## src/rtl/life_row_stream_pkg.sv

```systemverilog
// life_pkg: shared types and helpers for the streaming Game-of-Life engine.
//   state_e    : frame FSM states (FILL, STREAM, FLUSH)
//   ROW_IDX_W  : width of a row index for a given frame height (min 1)
//   DEAD_CELL  : value read for any neighbour outside the board
package life_pkg;

    typedef enum logic [1:0] {
        FILL   = 2'd0,
        STREAM = 2'd1,
        FLUSH  = 2'd2
    } state_e;

    function automatic int ROW_IDX_W(input int n);
        return (n <= 1) ? 1 : $clog2(n);
    endfunction

    localparam logic DEAD_CELL = 1'b0;

endpackage

```

## src/rtl/life_row_stream_if.sv

```systemverilog
// life_row_stream_if: row-in / row-out valid-ready bus of the life engine.
//   in_valid/in_ready/in_row                         : current-generation rows
//   out_valid/out_ready/out_row/out_row_idx/out_last : next-generation rows
// slave modport is the engine side, master modport is the producer/consumer side.
interface life_row_stream_if
    import life_pkg::*;
#(
    parameter int WIDTH  = 16,
    parameter int HEIGHT = 16
) ();
    localparam int IDX_W = ROW_IDX_W(HEIGHT);

    logic             in_valid;
    logic             in_ready;
    logic [WIDTH-1:0] in_row;
    logic             out_valid;
    logic             out_ready;
    logic [WIDTH-1:0] out_row;
    logic [IDX_W-1:0] out_row_idx;
    logic             out_last;

    modport slave (
        input  in_valid, in_row, out_ready,
        output in_ready, out_valid, out_row, out_row_idx, out_last
    );

    modport master (
        output in_valid, in_row, out_ready,
        input  in_ready, out_valid, out_row, out_row_idx, out_last
    );
endinterface

```

## src/rtl/life_row_next.sv

```systemverilog
// life_row_next: combinational next-generation row from a three-row window.
//   above : row r-1 (north), cur : row r, below : row r+1 (south)
//   next  : next-generation row r; bit i is column i, w is column i-1
module life_row_next
    import life_pkg::*;
#(
    parameter int WIDTH = 16
) (
    input  logic [WIDTH-1:0] above,
    input  logic [WIDTH-1:0] cur,
    input  logic [WIDTH-1:0] below,
    output logic [WIDTH-1:0] next
);
    // Pad one dead cell on each side: pad[i+1] is column i, so for cell i
    // pad[i] is west, pad[i+1] is the column itself and pad[i+2] is east.
    logic [WIDTH+1:0] a_pad, c_pad, b_pad;

    assign a_pad = {DEAD_CELL, above, DEAD_CELL};
    assign c_pad = {DEAD_CELL, cur,   DEAD_CELL};
    assign b_pad = {DEAD_CELL, below, DEAD_CELL};

    for (genvar i = 0; i < WIDTH; i++) begin : g_cell
        single_cell_boolean_logic u_cell (
            .me       (c_pad[i+1]),
            .n        (a_pad[i+1]),
            .ne       (a_pad[i+2]),
            .e        (c_pad[i+2]),
            .se       (b_pad[i+2]),
            .s        (b_pad[i+1]),
            .sw       (b_pad[i]),
            .w        (c_pad[i]),
            .nw       (a_pad[i]),
            .is_alive (next[i])
        );
    end
endmodule

```

## src/rtl/single_cell_boolean_logic.sv

```systemverilog
// single_cell_boolean_logic: Conway next state of one cell.
//   me                         : current state of the cell
//   n/ne/e/se/s/sw/w/nw        : the eight neighbours
//   is_alive                   : next-generation state
module single_cell_boolean_logic (
    input  logic me,
    input  logic n,
    input  logic ne,
    input  logic e,
    input  logic se,
    input  logic s,
    input  logic sw,
    input  logic w,
    input  logic nw,
    output logic is_alive
);
    logic [3:0] cnt;

    assign cnt = 4'(n) + 4'(ne) + 4'(e) + 4'(se) + 4'(s) + 4'(sw) + 4'(w) + 4'(nw);
    // Birth on exactly 3, survival on 2 or 3.
    assign is_alive = (cnt == 4'd3) || (me && cnt == 4'd2);
endmodule

```

## src/rtl/life_row_stream.sv

```systemverilog
// life_row_stream: streaming Game-of-Life generation engine.
//   clk, rst : clock, synchronous active-high reset
//   bus      : life_row_stream_if.slave; rows in, next-generation rows out
//              with out_row_idx and out_last marking row HEIGHT-1.
// Keeps prev/cur rows; each accepted row k>=1 completes output row k-1, and a
// single FLUSH cycle emits the last row with a dead row below it.
module life_row_stream
    import life_pkg::*;
#(
    parameter int WIDTH  = 16,
    parameter int HEIGHT = 16
) (
    input  logic            clk,
    input  logic            rst,
    life_row_stream_if.slave bus
);
    localparam int IDX_W = ROW_IDX_W(HEIGHT);
    localparam int CNT_W = $clog2(HEIGHT + 1);

    if (HEIGHT < 2) begin : g_bad_height
        $error("life_row_stream: HEIGHT must be >= 2");
    end

    state_e           state_q, state_d;
    logic [WIDTH-1:0] prev_row, cur_row, below_row, next_row;
    logic [CNT_W-1:0] in_cnt;
    logic             slot_free, in_acc, out_acc, out_load, last_in;

    logic             out_valid_q, out_last_q;
    logic [WIDTH-1:0] out_row_q;
    logic [IDX_W-1:0] out_idx_q;

    assign slot_free    = !out_valid_q || bus.out_ready;
    assign bus.in_ready = !rst && (state_q != FLUSH) && slot_free;
    assign in_acc       = bus.in_valid && bus.in_ready;
    assign out_acc      = out_valid_q && bus.out_ready;
    assign last_in      = (in_cnt == CNT_W'(HEIGHT - 1));
    // Below the last row the board is dead.
    assign below_row    = (state_q == FLUSH) ? '0 : bus.in_row;

    life_row_next #(.WIDTH(WIDTH)) u_next (
        .above (prev_row),
        .cur   (cur_row),
        .below (below_row),
        .next  (next_row)
    );

    always_comb begin
        state_d  = state_q;
        out_load = 1'b0;
        case (state_q)
            FILL:   if (in_acc) state_d = STREAM;
            STREAM: if (in_acc) begin
                out_load = 1'b1;
                if (last_in) state_d = FLUSH;
            end
            FLUSH:  if (slot_free) begin
                out_load = 1'b1;
                state_d  = FILL;
            end
            default: state_d = FILL;
        endcase
    end

    always_ff @(posedge clk) begin
        if (rst) begin
            state_q  <= FILL;
            prev_row <= '0;
            cur_row  <= '0;
            in_cnt   <= '0;
        end else begin
            state_q <= state_d;
            case (state_q)
                FILL: if (in_acc) begin
                    prev_row <= '0;
                    cur_row  <= bus.in_row;
                    in_cnt   <= CNT_W'(1);
                end
                STREAM: if (in_acc) begin
                    prev_row <= cur_row;
                    cur_row  <= bus.in_row;
                    in_cnt   <= in_cnt + CNT_W'(1);
                end
                FLUSH: if (slot_free) begin
                    prev_row <= '0;
                    cur_row  <= '0;
                    in_cnt   <= '0;
                end
                default: ;
            endcase
        end
    end

    // Output register: a load wins over an accept, so a row arriving while
    // the previous one drains keeps out_valid high.
    always_ff @(posedge clk) begin
        if (rst) begin
            out_valid_q <= 1'b0;
            out_row_q   <= '0;
            out_idx_q   <= '0;
            out_last_q  <= 1'b0;
        end else if (out_load) begin
            out_valid_q <= 1'b1;
            out_row_q   <= next_row;
            out_idx_q   <= (state_q == FLUSH) ? IDX_W'(HEIGHT - 1)
                                              : IDX_W'(in_cnt - CNT_W'(1));
            out_last_q  <= (state_q == FLUSH);
        end else if (out_acc) begin
            out_valid_q <= 1'b0;
        end
    end

    assign bus.out_valid   = out_valid_q;
    assign bus.out_row     = out_row_q;
    assign bus.out_row_idx = out_idx_q;
    assign bus.out_last    = out_last_q;
endmodule
```

## src/flat_wrapper.sv

```systemverilog
// flat-port wrapper written by rule: the top's interface ports become plain ports
module life_row_stream_flat import life_pkg::*;
#(
    parameter int WIDTH  = 16,
    parameter int HEIGHT = 16
)
  (clk, rst, bus_in_valid, bus_in_row, bus_out_ready, bus_in_ready, bus_out_valid, bus_out_row, bus_out_row_idx, bus_out_last);
  life_row_stream_if #(.WIDTH(WIDTH), .HEIGHT(HEIGHT)) bus_i ();
  input  logic clk;
  input  logic rst;
  input wire logic [$bits(bus_i.in_valid)-1:0] bus_in_valid;
  input wire logic [$bits(bus_i.in_row)-1:0] bus_in_row;
  input wire logic [$bits(bus_i.out_ready)-1:0] bus_out_ready;
  output wire logic [$bits(bus_i.in_ready)-1:0] bus_in_ready;
  output wire logic [$bits(bus_i.out_valid)-1:0] bus_out_valid;
  output wire logic [$bits(bus_i.out_row)-1:0] bus_out_row;
  output wire logic [$bits(bus_i.out_row_idx)-1:0] bus_out_row_idx;
  output wire logic [$bits(bus_i.out_last)-1:0] bus_out_last;
  assign bus_i.in_valid = bus_in_valid;
  assign bus_i.in_row = bus_in_row;
  assign bus_i.out_ready = bus_out_ready;
  assign bus_in_ready = bus_i.in_ready;
  assign bus_out_valid = bus_i.out_valid;
  assign bus_out_row = bus_i.out_row;
  assign bus_out_row_idx = bus_i.out_row_idx;
  assign bus_out_last = bus_i.out_last;
  life_row_stream #(.WIDTH(WIDTH), .HEIGHT(HEIGHT)) u_core (.clk(clk), .rst(rst), .bus(bus_i));
endmodule
```

## config.mk

```make
export PLATFORM = sky130hd
export DESIGN_NAME = life_row_stream_flat
export DESIGN_NICKNAME = d
export VERILOG_FILES = /design/src/rtl/life_row_stream_pkg.sv /design/src/rtl/life_row_stream_if.sv /design/src/rtl/life_row_next.sv /design/src/rtl/single_cell_boolean_logic.sv /design/src/rtl/life_row_stream.sv /design/src/flat_wrapper.sv
export SDC_FILE = /design/constraint.sdc
export NUM_CORES = 1
export LEC_CHECK = 0
export CORE_MARGIN = 2
export CORE_UTILIZATION = 55
export DETAILED_ROUTE_END_ITERATION = 8
export PLACE_DENSITY = 0.74
export SETUP_SLACK_MARGIN = 0.4
export SLEW_MARGIN = 0
export SYNTH_ARGS = -nofsm -noshare
export SYNTH_HDL_FRONTEND = slang
export SYNTH_SLANG_ARGS = --single-unit
```

## constraint.sdc

```tcl
create_clock -name clk -period 10.75 [get_ports clk]
set_input_delay 2.15 -clock clk [delete_from_list [all_inputs] [get_ports clk]]
set_output_delay 2.15 -clock clk [all_outputs]
set_load 0.02 [all_outputs]
```

# == Yosys cells after proc, flatten, opt, wreduce, memory -nomap -nowiden ==
# Index checks and enable logic that the tools add are counted.
# word_totals
reg_bits,61
elab_cells,226
# classes
n_addsub,108
n_eq_ne,41
muxes,22
reduce_logical,47
# op_table
op,count
adder 4 x 1 -> 4 bit,76
equality test 4 x 2 -> 1 bit (second input constant),32
2-to-1 mux 16 bit,5
case mux 16 bit (3 select lines),1
adder 2 x 1 -> 3 bit,14
adder 1 x 1 -> 2 bit,16
case mux 16 bit (2 select lines),1
logical AND 1 bit,20
logical OR 1 bit,17
2-to-1 mux 5 bit,3
case mux 5 bit (3 select lines),1
!= test 2 x 1 -> 1 bit (second input constant),5
2-to-1 mux 2 bit,4
AND reduction 4 bit,2
case mux 2 bit (3 select lines),1
adder 5 x 1 -> 5 bit (second input constant),1
equality test 5 x 4 -> 1 bit (second input constant),1
2-to-1 mux 1 bit,4
2-to-1 mux 4 bit,1
nonzero test 2 bit,2
subtractor 4 x 1 -> 4 bit (second input constant),1
AND reduction 3 bit,1
nonzero test 3 bit,1
equality test 2 x 1 -> 1 bit (second input constant),1
6 further kinds,7

# == Longest topological paths before layout ==
# logic_depth
word_depth,10
mapped_depth,17
ltp_nobuf,15

# == By module ==
# From an unflattened synthesis, not the netlist that was laid out.
# unflattened
cells_unflattened,683
hier_area_um2,5806.8
# by_module_without_submodules
mod,instances,cells_per_inst,area_per_inst_um2,seq_area_each_um2
life_row_stream,1,314,2750.1,1221.2
single_cell_boolean_logic at u_core.u_next.g_cell[0].u_cell ...,10,23,185.2,0.0
single_cell_boolean_logic at u_core.u_next.g_cell[14].u_cell ...,6,23,200.2,0.0
life_row_next,1,1,3.8,0.0

# == Least setup slack after synthesis ==
# OpenSTA, ideal clock, no wires.
# synth_timing
path_kind,input -> output
from,input port rst
to,output port bus_in_ready
arrival_time_ns,2.998
path_slack_ns,5.602
stages,3
path_buffers,2
cell_sequence,buf_2 > buf_1 > nor3_1
# synth_via
elab_chain_len,3
# synth_rtl
element,line_no,source
start: declaration,flat_wrapper.sv:10,input logic rst;
logical NOT 1 bit,life_row_stream.sv:34,assign bus.in_ready = !rst && (state_q != FLUSH) && slot_free;
logical AND 1 bit (2 in a row),life_row_stream.sv:34,
end: declaration,flat_wrapper.sv:14,output wire logic [$bits(bus_i.in_ready)-1:0] bus_in_ready;
# No other way between the ends.

# == Worst setup path in the final report ==
# layout_timing
from,input port bus_out_ready
to,output port bus_in_ready
# layout_via
elab_chain_len,2
# layout_rtl
element,line_no,source
start: declaration,flat_wrapper.sv:13,input wire logic [$bits(bus_i.out_ready)-1:0] bus_out_ready;
logical OR 1 bit,life_row_stream.sv:33,assign slot_free = !out_valid_q || bus.out_ready;
logical AND 1 bit,life_row_stream.sv:34,
# No other way between the ends.

==> impl_summary.txt <==
----------------------------------------------------
[Die]
  Die area ... 10,300 um^2
  Chip width ... 102 um
  Initial core utilization ... 0.568
  Vertical die dimension ... 102 um
  Cell row count ... 35
  Number of placed I/O pins ... 43
  Core Region ... 9240 um^2

[CTS]
  Clock tree from TritonCTS ... done
  Clock Sinks ... 61
  Number of buffers on the longest clock path ... 2
  Number of buffers added to fix hold violations after cts ... 0
  Inserted Clock Buffers ... 9
  Post-CTS clock slew at the launch and capture registers of the worst setup and hold paths ... 0.08 ns
  Clock tree root driver cell ... clkbuf_8
  Count of buffers added by post-CTS timing repair for setup ... 0
  Number of H-tree levels ... 3
  Number of gates given a new drive strength after cts ... 0
  Clock Latency Late Sink ... 0.35 ns

[Yosys]
  Top post-synthesis cells by area ... dfxtp_1 (23%), fa_1 (23%), ha_1 (12%), inv_1 (8.3%), nand3_1 (8.0%)
  XOR/XNOR share of the synthesized area ... 0.00333
  Most common library cells after synthesis ... inv_1 (116), nand3_1 (84), a21oi_1 (75)
  Number of flops mapped to enable cells by yosys ... 0
  Mux share of post-synthesis cell area ... 0
  Sequential area share after synthesis ... 0.232
  Post-Synthesis Net Count ... 737
  Post-synthesis cell area ... 5250 um^2
  Mean instance size in the synthesized netlist ... 8.68 um^2
  Post-synthesis share of cell area spent on full adders, half adders and majority gates ... 0.353
  Leading area contributor after synthesis ... dfxtp_1
  Dominant combinational cell family by area after synthesis ... adder cells
  Number of library cell types mapped by synthesis ... 39
  Proportion of netlist area held by the largest area contributor ... 0.232
  Most frequent cell after synthesis ... inv_1
  Synthesis warning total ... 0
  Simple-gate portion of the synthesized area ... 0.160
  Share of synthesized registers carrying an async set or reset ... 0
  Flip-flop cell with the highest count after synthesis ... dfxtp_1
  Cell count after synthesis ... 605
  Number of synthesized register bits ... 61
  Synth Area in Compound Gates ... 0.136

[Placement]
  Detailed-placement wirelength estimate ... 8350 um
  Number of buffers added on ports ... 42
  Final estimated routing congestion in global placement ... 0.790
  Total placed instance area ... 5700 um^2

[Detailed routing]
  Routed Wire Length ... 11,600 um
  Met2 Wirelength ... 5690 um
  Number of remaining DRC errors ... 0
  1st-iter DRT viols ... 181
  Total via count after detailed routing ... 4,259
  Number of routed nets with antenna violations ... 0
  Routed wire per std cell ... 15.2 um
  Detailed-routing iteration count for the pre-antenna-repair pass ... 4
  Routed length on met1 ... 5170 um
  Average via count per standard cell ... 5.57
  Met3 wirelength from detailed routing ... 605 um
  DR top layer ... met4

[Worst hold path]
  Path category of the worst min-delay check ... reg -> reg

[Setup path]
  Largest driver fanout on the critical path ... 6
  CP startpoint kind ... input port
  Required time of the critical path ... 8.60 ns
  Critical path class ... in -> out
  Critical Path Sink Type ... output port
  CP arrival ... 3.64 ns

[Pwr]
  Power Dens Cells ... 124 nW/um^2
  Max rail drop VDD ... 0.0948 mV
  Cell leakage power ... 2.59 nW

[Global route]
  GR Util All Layers ... 0.248
  Maximum number of pins on one net before global-route repair ... 71
  Antenna violations before repair ... 0
  Via count of the first global-routing pass ... 4,347
  Grt ovf ... 0
  Wire length of the first global-routing pass ... 20,200 um

[Job]
  Count of max-cap constraint violations ... 0

[Final layout]
  Layout overhead on the synthesized area ... 12.6%
  Final design instance area without fill ... 5910 um^2
  Area of all sequential standard cells ... 1220 um^2
  Share of cells above drive strength 1 ... 0.0409
  Post-layout nets ... 763
  Layout fillers ... 776
  Multi-input logic area ... 3430 um^2
  Ant. Diodes ... 0

[Status]
  Status ... finished, final reports clean

[STA]
  Final setup violation count ... 0
  Period utilization ... 0.538
  Number of failing hold endpoints at the final stage ... 0
  Final critical path time including I/O delays and setup ... 5.79 ns
  Maximum clock frequency ... 173 MHz
  Total Neg Setup Slack ... 0 ns
  Slew at the pin closest to its max-slew limit ... 1.02 ns
  Clock Skews ... 0.00924 ns
  RSZ-0062 raised after global routing ... no
  Number of slew-limit violations in the final report ... 0
  Worst slew slack as a fraction of its limit ... 0.322

----------------------------------------------------
[path summary, 6_finish.rpt]
check / startpoint / to / slack, ns / cells after the start
max reg2reg: u_core.state_q[0] / u_core.bus.out_row[13] / 6.60 / 14
min reg2reg: u_core.bus.out_row[6] / u_core.bus.out_row[6] / 0.46 / 2
min: u_core.bus.out_row[6] / u_core.bus.out_row[6] / 0.46 / 2
max: bus_out_ready / bus_in_ready / 4.96 / 4
[layer usage]
metal	track usage	up-vias
met1	0.330	2076
met2	0.414	111
met3	0.0352	13
li1	-	2059
met5	0	-
met4	0.0852	0
[critical path, stage by stage]
cell and delay, ns:
clkdlybuf4s50_1 0.42, nor2b_1 0.41, nor3_1 0.09, clkdlybuf4s50_1 0.57
[metrics by stage]
step,worst slack [ns],power (mW),util,cells,hold WS (ns)
after floorplan,5.60,0.445,-,605,0.444
after global placement,5.01,0.498,0.617,749,0.449
after detailed placement,4.97,0.515,0.617,749,0.456
after CTS,4.95,0.738,0.640,765,0.466
after global routing,4.83,0.789,0.640,765,0.479
final,4.96,0.733,0.640,765,0.462
[placed cells by master, fill, tap and decap left out, types with 2 or more instances in the layout]
cell type,n
inv_1,116
nand2b_1,2
xnor2_1,2
nor2_1,16
dfxtp_1,61
and3_1,4
o221ai_1,2
a211o_1,10
nor3_1,11
o21ai_0,16
o41ai_1,4
clkbuf_8,12
a21oi_1,75
a211oi_1,2
a311oi_1,3
nand2_1,19
fa_1,60
o21a_1,4
nor2b_1,4
buf_4,5
and2_1,10
nand4b_1,5
ha_1,52
clkdlybuf4s50_1,41
nand3_1,84
[sequential cells by signal, summed over array words and instances (netlist names)]
register / flops
u_core.prev_row: 16
u_core.bus.out_row_idx: 4
u_core.cur_row: 16
u_core.bus.out_last: 1
u_core.bus.out_valid: 1
u_core.state_q: 2
u_core.bus.out_row: 16
u_core.in_cnt: 5
[logic make-up after synthesis]
logic type      count (synthesis)
fa+ha+maj                     112
flops                          61
xor+xnor                        2
buf+inv                       149
compound gates                121
simple gates                  160
[power breakdown]
group / total, mW / switching, mW / internal, mW
registers: 0.244 / 0.00859 / 0.235
logic: 0.266 / 0.161 / 0.105
clock network: 0.223 / 0.0969 / 0.126
[final cells by class]
cell class / count / area share
Clock inverter: 3 / 0.00720
Inverter: 117 / 0.0743
Sequential cell: 61 / 0.207
Multi-Input combinational cell: 395 / 0.579
Clock buffer: 13 / 0.0286
Timing Repair Buffer: 47 / 0.0766
Tap cell: 129 / 0.0273
No activity file was read; power rests on OpenSTA's default activity.
